--- src/rtl/fetch_pkg.sv ---
`default_nettype none
// ============================================================================
// Module  : fetch_pkg
// Brief   : Shared types and defaults for the instruction fetch unit.
// Revision: 1.0
// ============================================================================
package fetch_pkg;

    localparam int FETCH_PC_W   = 10;
    localparam int FETCH_INST_W = 9;
    localparam int JT_DEPTH     = 32;
    localparam int JT_IDX_W     = 5;
    localparam int CNT_W        = 16;

    typedef enum logic [1:0] {
        ST_IDLE = 2'd0,
        ST_RUN  = 2'd1,
        ST_DONE = 2'd2
    } fetch_state_e;

    // Jump table contents: entry i targets address 25*(i+1).
    function automatic int jt_entry(input int idx);
        return (idx + 1) * 25;
    endfunction

endpackage
`default_nettype wire

--- src/rtl/jump_lut.sv ---
`default_nettype none
// ============================================================================
// Module  : jump_lut
// Brief   : Constant 32-entry jump table with combinational lookup.
// Revision: 1.0
// ============================================================================
module jump_lut
    import fetch_pkg::*;
#(
    parameter int PC_W = FETCH_PC_W
) (
    input  logic [JT_IDX_W-1:0] idx,
    output logic [PC_W-1:0]     target
);

    logic [PC_W-1:0] table_w [JT_DEPTH];

    for (genvar i = 0; i < JT_DEPTH; i++) begin : g_entry
        assign table_w[i] = PC_W'(jt_entry(i));
    end

    assign target = table_w[idx];

endmodule
`default_nettype wire

--- src/rtl/inst_fetch.sv ---
`default_nettype none
// ============================================================================
// Module  : inst_fetch
// Brief   : PC sequencer with branch/jump/stall/halt control and run counter.
// Revision: 1.0
// ============================================================================
module inst_fetch
    import fetch_pkg::*;
#(
    parameter int PC_W   = FETCH_PC_W,
    parameter int INST_W = FETCH_INST_W
) (
    input  logic                CLK,
    input  logic                reset,
    input  logic                start,
    input  logic [PC_W-1:0]     start_addr,
    input  logic                stall,
    input  logic                branch_en,
    input  logic                jump_en,
    input  logic [JT_IDX_W-1:0] offset,
    input  logic                halt_req,
    output logic [PC_W-1:0]     imem_addr,
    input  logic [INST_W-1:0]   imem_data,
    output logic [INST_W-1:0]   inst,
    output logic                inst_valid,
    output logic                done,
    output logic [CNT_W-1:0]    cycle_count
);

    fetch_state_e      state_q, state_d;
    logic [PC_W-1:0]   pc_q, pc_d;
    logic [CNT_W-1:0]  count_q, count_d;
    logic [PC_W-1:0]   w_jt_target;
    logic [PC_W-1:0]   w_branch_ext;

    jump_lut #(
        .PC_W (PC_W)
    ) u_jump_lut (
        .idx    (offset),
        .target (w_jt_target)
    );

    assign w_branch_ext = {{(PC_W-JT_IDX_W){offset[JT_IDX_W-1]}}, offset};

    always_comb begin
        state_d = state_q;
        pc_d    = pc_q;
        count_d = count_q;
        case (state_q)
            ST_IDLE, ST_DONE: begin
                if (start) begin
                    state_d = ST_RUN;
                    pc_d    = start_addr;
                    count_d = '0;
                end
            end
            ST_RUN: begin
                // Counts every RUN cycle, including stalls and the halting one.
                if (count_q != {CNT_W{1'b1}}) begin
                    count_d = count_q + CNT_W'(1);
                end
                // A stalled cycle drops any redirect or halt presented with it.
                if (!stall) begin
                    if (halt_req) begin
                        state_d = ST_DONE;
                    end else if (jump_en) begin
                        pc_d = w_jt_target;
                    end else if (branch_en) begin
                        pc_d = pc_q + w_branch_ext;
                    end else begin
                        pc_d = pc_q + PC_W'(1);
                    end
                end
            end
            default: state_d = ST_IDLE;
        endcase
    end

    always_ff @(posedge CLK) begin
        if (reset) begin
            state_q <= ST_IDLE;
            pc_q    <= '0;
            count_q <= '0;
        end else begin
            state_q <= state_d;
            pc_q    <= pc_d;
            count_q <= count_d;
        end
    end

    assign imem_addr   = pc_q;
    assign inst_valid  = (state_q == ST_RUN);
    assign inst        = (state_q == ST_RUN) ? imem_data : '0;
    assign done        = (state_q == ST_DONE);
    assign cycle_count = count_q;

endmodule
`default_nettype wire

--- config.mk ---
export PLATFORM = sky130hd
export DESIGN_NAME = inst_fetch
export DESIGN_NICKNAME = d
export VERILOG_FILES = /design/src/rtl/fetch_pkg.sv /design/src/rtl/jump_lut.sv /design/src/rtl/inst_fetch.sv
export SDC_FILE = /design/constraint.sdc
export NUM_CORES = 1
export LEC_CHECK = 0
export ABC_AREA = 1
export CAP_MARGIN = 0
export CORE_ASPECT_RATIO = 0.5
export CORE_MARGIN = 2
export CORE_UTILIZATION = 53
export DETAILED_ROUTE_END_ITERATION = 12
export MAX_ROUTING_LAYER = met4
export PLACE_DENSITY = 0.87
export SLEW_MARGIN = 20
export SYNTH_ARGS = -nofsm -noshare
export SYNTH_HDL_FRONTEND = slang
export SYNTH_HIERARCHICAL = 1
export SYNTH_SLANG_ARGS = --single-unit
--- constraint.sdc ---
create_clock -name CLK -period 3.92 [get_ports CLK]
set_input_delay 1.176 -clock CLK [delete_from_list [all_inputs] [get_ports CLK]]
set_output_delay 1.176 -clock CLK [all_outputs]
set_load 0.005 [all_outputs]
# After elaboration in Yosys (flattened, before gate mapping)
# Memory sizes are Yosys's and may differ from the RTL's.
# Cells that the tools add are included.
op_classes:
  order_cmp: 1
  muxes: 16
  reduce_logical: 6
  eq_ne: 8
  add_sub_neg: 3
  bitwise: 1
op_table:
  columns: ["op", "n"]
  rows:
  - ["$mux 10", 7]
  - ["$mux 16", 2]
  - ["$pmux 16 s2", 1]
  - ["$pmux 10 s2", 1]
  - ["$add 16x1->16 const B", 1]
  - ["$ne 16x16->1 const B", 1]
  - ["$add 10x1->10 const B", 1]
  - ["$add 10x10->10", 1]
  - ["$mux 9", 1]
  - ["$ne 2x2->1 const B", 4]
  - ["$ge 6x6->1 const B", 1]
  - ["$mux 2", 3]
  - ["$not 5->6", 1]
  - ["$reduce_and 3->1", 2]
  - ["$pmux 2 s2", 1]
  - ["$reduce_and 4->1", 1]
  - ["$eq 2x1->1 const B", 1]
  - ["$eq 2x2->1 const B", 1]
  - ["$logic_not 2->1", 1]
  - ["$ne 2x1->1 const B", 1]
  - ["$reduce_bool 2->1", 1]
  - ["$reduce_or 2->1", 1]
word_totals:
  output_inout_bits: 37
  elab_cells: 39
  mem_count: 1
  in_bits: 31
  mem_bits_ro: 320
  regBits: 28
mem_list:
  columns: ["memory", "depth", "width", "rd", "rd_ports_with_merged_regs", "wr", "line_no", "rtl"]
  rows:
  - ["(no name shown)", 32, 10, 1, 0, 0, "jump_lut.sv:22", "assign target = table_w[idx];"]

# Logic depth before layout (Yosys ltp)
logic_depth:
  depth_word: 8
  depth_mapped: 14
  ltp_nobuf: 13

# Modules after synthesis
# Netlist, hierarchy kept.
by_module_without_submodules:
  columns: ["mod", "cells_per_inst", "area_each_um2", "n_inst", "seq_area_each_um2"]
  rows:
  - ["inst_fetch", 340, 2094.5, 1, 560.5]
  - ["jump_lut", 80, 420.4, 1, 0.0]

# Least setup slack after synthesis
# No wires, ideal clock.
synth_path:
  path_kind: "input -> register"
  start: "in branch_en"
  end: "reg pc_q[6] (netlist: imem_addr[6])"
  t_required_ps: 3798
  path_buffers: 1
  t_arrival_ps: 2562
  cell_stages: 12
  setup_time_ps: 122
  path_slack_ps: 1236
  path_cell_list: "buf_4 -> nand2_1 -> ha_1 -> fa_1 -> nand3_1 -> nand3_1 -> nand3_1 -> o21bai_1 -> nand2_1 -> nand2_1 -> o21ai_0 -> a21oi_1"
synth_between:
  elab_chain_len: 5
synth_lines:
  columns: ["item", "line_no", "rtl"]
  rows:
  - ["start: declaration", "inst_fetch.sv:18", "input logic branch_en,"]
  - ["$mux 10", "inst_fetch.sv:68", "end else if (branch_en) begin"]
  - ["$mux 10", "inst_fetch.sv:66", "end else if (jump_en) begin"]
  - ["$mux 10", "inst_fetch.sv:64", "if (halt_req) begin"]
  - ["$mux 10", "inst_fetch.sv:63", "if (!stall) begin"]
  - ["$pmux 10 s2", "inst_fetch.sv:49", "case (state_q)"]
  - ["end signal: assignment", "inst_fetch.sv:86", "pc_q <= pc_d;"]
  - ["end: declaration", "inst_fetch.sv:31", "logic [PC_W-1:0] pc_q, pc_d;"]
# No other way between the ends. The select of a mux whose other input is x is not followed.
# A chain may end at the register's enable or synchronous reset.

# Worst setup path in the final report
layout_path:
  start: "in imem_data[2]"
  end: "out inst[2]"
layout_between:
  elab_chain_len: 1
layout_lines:
  columns: ["item", "line_no", "rtl"]
  rows:
  - ["start: declaration", "inst_fetch.sv:23", "input logic [INST_W-1:0] imem_data,"]
  - ["$mux 9", "inst_fetch.sv:93", "assign inst = (state_q == ST_RUN) ? imem_data : '0;"]
  - ["end: declaration", "inst_fetch.sv:24", "output logic [INST_W-1:0] inst,"]
# No other way between the ends.

==> reports/qor.txt <==
DR WL/cell - 11.7 um
Final period util - 88.4%
Synthesis Warnings - 6
die area - 0.00535 sq mm
synthesized area - 0.00251 sq mm
post-DP HPWL - 4.99 mm
nature of the critical path startpoint - input pin
Critical Path Most Common Cell - clkdlybuf4s50_1
Metal-1 WL - 3.00 mm
top cell type's share of synthesized area - 22.3%
First DRT Iteration DRCs - 131
number of global-route vias before repair - 2,425
cts bufs inserted - 3
Worst VDD drop - 0.218 mV
FF-to-FF path depth - 10
post-CTS sizing - 0
clock buffer depth - 2
First-pass DRT Iterations - 4
fin util - 72.7%
fill count - 403
global-route wire length before repair - 10.6 mm
Fmax - 0.289 GHz
area delta synth->final - 29.7%
layout cells sized above 1 - 7.69%
final non-filler cell total - 547
Starting Density - 56.0%
Setup CP Type - in2out
Worst Path Required - 2.74 ns
worst-path cell chain - clkdlybuf4s50_1 -> inv_1 -> nor2_1 -> clkdlybuf4s50_1
Power Total - 0.849 mW
Seq cells post-synth - 28
Yosys top cell by area - dfxtp_1
Area contributors post-synth - dfxtp_1, nand2_1, inv_1
RSZ-0062 raised after global routing - false
CP max stage cell - clkdlybuf4s50_1
ant diodes - 0
outcome - finished, final reports clean
ANT nets after route - 0
final setup TNS - 0 ns
count of final max-slew check failures - 0
most frequent cells in the layout - nand2_1, clkdlybuf4s50_1, inv_1
largest net degree at the start of global routing - 33
Bufs and invs on worst path - 3
pwr/cell area - 260 mW/mm^2
Placed Cells incl. Taps - 544
total leakage power - 1.53 nW
final count of hold timing violations - 0
vias - 2,784
Post-DP Area - 0.00322 sq mm
met2 wire length - 3.03 mm
DR top layer - met4
hold path depth - 2
I/O pin total - 68
CP arrival - 2.29 ns
post-route DRC violation count - 0
wirelength, routed - 6.42 mm
CP max FO - 1
cells after synthesis - 420
Die Width - 101 um
design area - 0.00326 sq mm
post-synthesis net count - 465
Root Buffer - clkbuf_8
commonest non-fill, non-tap cell in the layout - nand2_1
CP top delay family - buffers and inverters
skew final - 0.00133 ns
clock sinks - 28
# rows - 17
Tightest Pin Transition - 0.528 ns
CTS tree - done
CTS Hold Buffers Added - 0
max incr delay on CP - 0.52 ns
total grt overflow - 0
Port Buffers - 67
Placer Congestion - 0.916
Crit path depth - 4
CORE AREA - 0.00449 sq mm
met3 wire len - 341 um
number of setup buffers added after CTS - 0
setup violators final - 0
max_slew headroom - 64.7%
Distinct cells, synth - 36
Total Routing Usage GR - 25.5%
fin nets - 528
Mapped Avg Cell Area - 5.99 sq um
critical path endpoint category - output pin
Max Cap Viol - 0
Worst Hold Class - reg2reg
register area share after synthesis - 22.3%
initial antenna violation count - 0
Via density - 5.09
Worst-Skew Late Latency - 0.27 ns
Die Height - 52.7 um
H-tree depth - 1
post-route minimum period - 3.46 ns
Clock transition at path regs - 0.09 ns
-- metrics by stage --
step	hold slack (ns)	setup WS, ns
6_report	0.521	0.455
3_5_place_dp	0.511	0.455
5_1_grt	0.560	0.392
2_1_floorplan	0.492	1.24
3_3_place_gp	0.506	0.483
4_1_cts	0.524	0.455
-- worst min-delay path, cell delays in order, from the launching register on --
cell     delay, ns
dfxtp_1       0.35
nand2_1       0.07
a21oi_1       0.05
-- cells by family (layout without fill, tap and decap cells) --
family / after synthesis / after routing / share of synthesized area (%)
simple gates: 224 / 224 / 40.0
buf+inv: 79 / 140 / 13.0
compound gates: 69 / 69 / 15.4
flops: 28 / 28 / 22.3
fa+ha+maj: 14 / 14 / 7.26
xor+xnor: 6 / 6 / 2.09
-- state kept, by name (all words and copies together), names as in the netlist --
signal,flops
state_q,2
cycle_count,16
imem_addr,10
-- cell type report --
| type | count | area, sq um | area share, % |
|---|---|---|---|
| tap | 66 | 82.6 | 2.53 |
| timing repair buffer | 71 | 701 | 21.5 |
| sequential | 28 | 561 | 17.2 |
| multi-input combinational | 313 | 1630 | 49.9 |
| inverter | 66 | 248 | 7.60 |
| clock buffer | 3 | 41.3 | 1.27 |
-- per-layer routing --
layer,vias up,GRT usage (%)
met2,79,46.0
met5,-,-
li1,1460,-
met3,6,2.93
met4,0,4.05
met1,1239,31.8
-- cell usage after synthesis --
master / count
a211oi_2: 1
clkbuf_1: 6
buf_1: 1
nand4_1: 7
nor3_2: 1
nand3_4: 1
ha_1: 13
fa_1: 1
a21oi_1: 32
nor2_8: 1
o211ai_1: 3
a31oi_1: 2
or2_2: 4
nand3_2: 4
buf_6: 2
buf_4: 4
o21a_1: 1
nand2_1: 113
nor2_2: 1
inv_2: 8
nand3_1: 37
nor2_1: 45
a21oi_2: 2
xor2_1: 6
inv_1: 58
dfxtp_1: 28
nand2_2: 5
a21o_1: 1
o21ai_2: 1
nor3_1: 3
o21ai_0: 20
o21bai_1: 2
nand3b_1: 1
a211oi_1: 1
o21ai_1: 3
nor2_4: 1
-- worst paths after layout --
| path | from | to | slack (ns) |
|---|---|---|---|
| max | imem_data[2] | inst[2] | 0.46 |
| min | cycle_count[15] | cycle_count[15] | 0.52 |
| min reg2reg | cycle_count[15] | cycle_count[15] | 0.52 |
| max reg2reg | cycle_count[0] | cycle_count[5] | 1.64 |
-- power by group --
| part | leakage [nW] | switching, mW | internal [mW] |
|---|---|---|---|
| combinational | 1.28 | 0.198 | 0.162 |
| sequential | 0.229 | 0.0282 | 0.308 |
| clock | 0.0216 | 0.0845 | 0.0689 |
| total | 1.53 | 0.311 | 0.539 |
(Power assumes the default switching activity.)
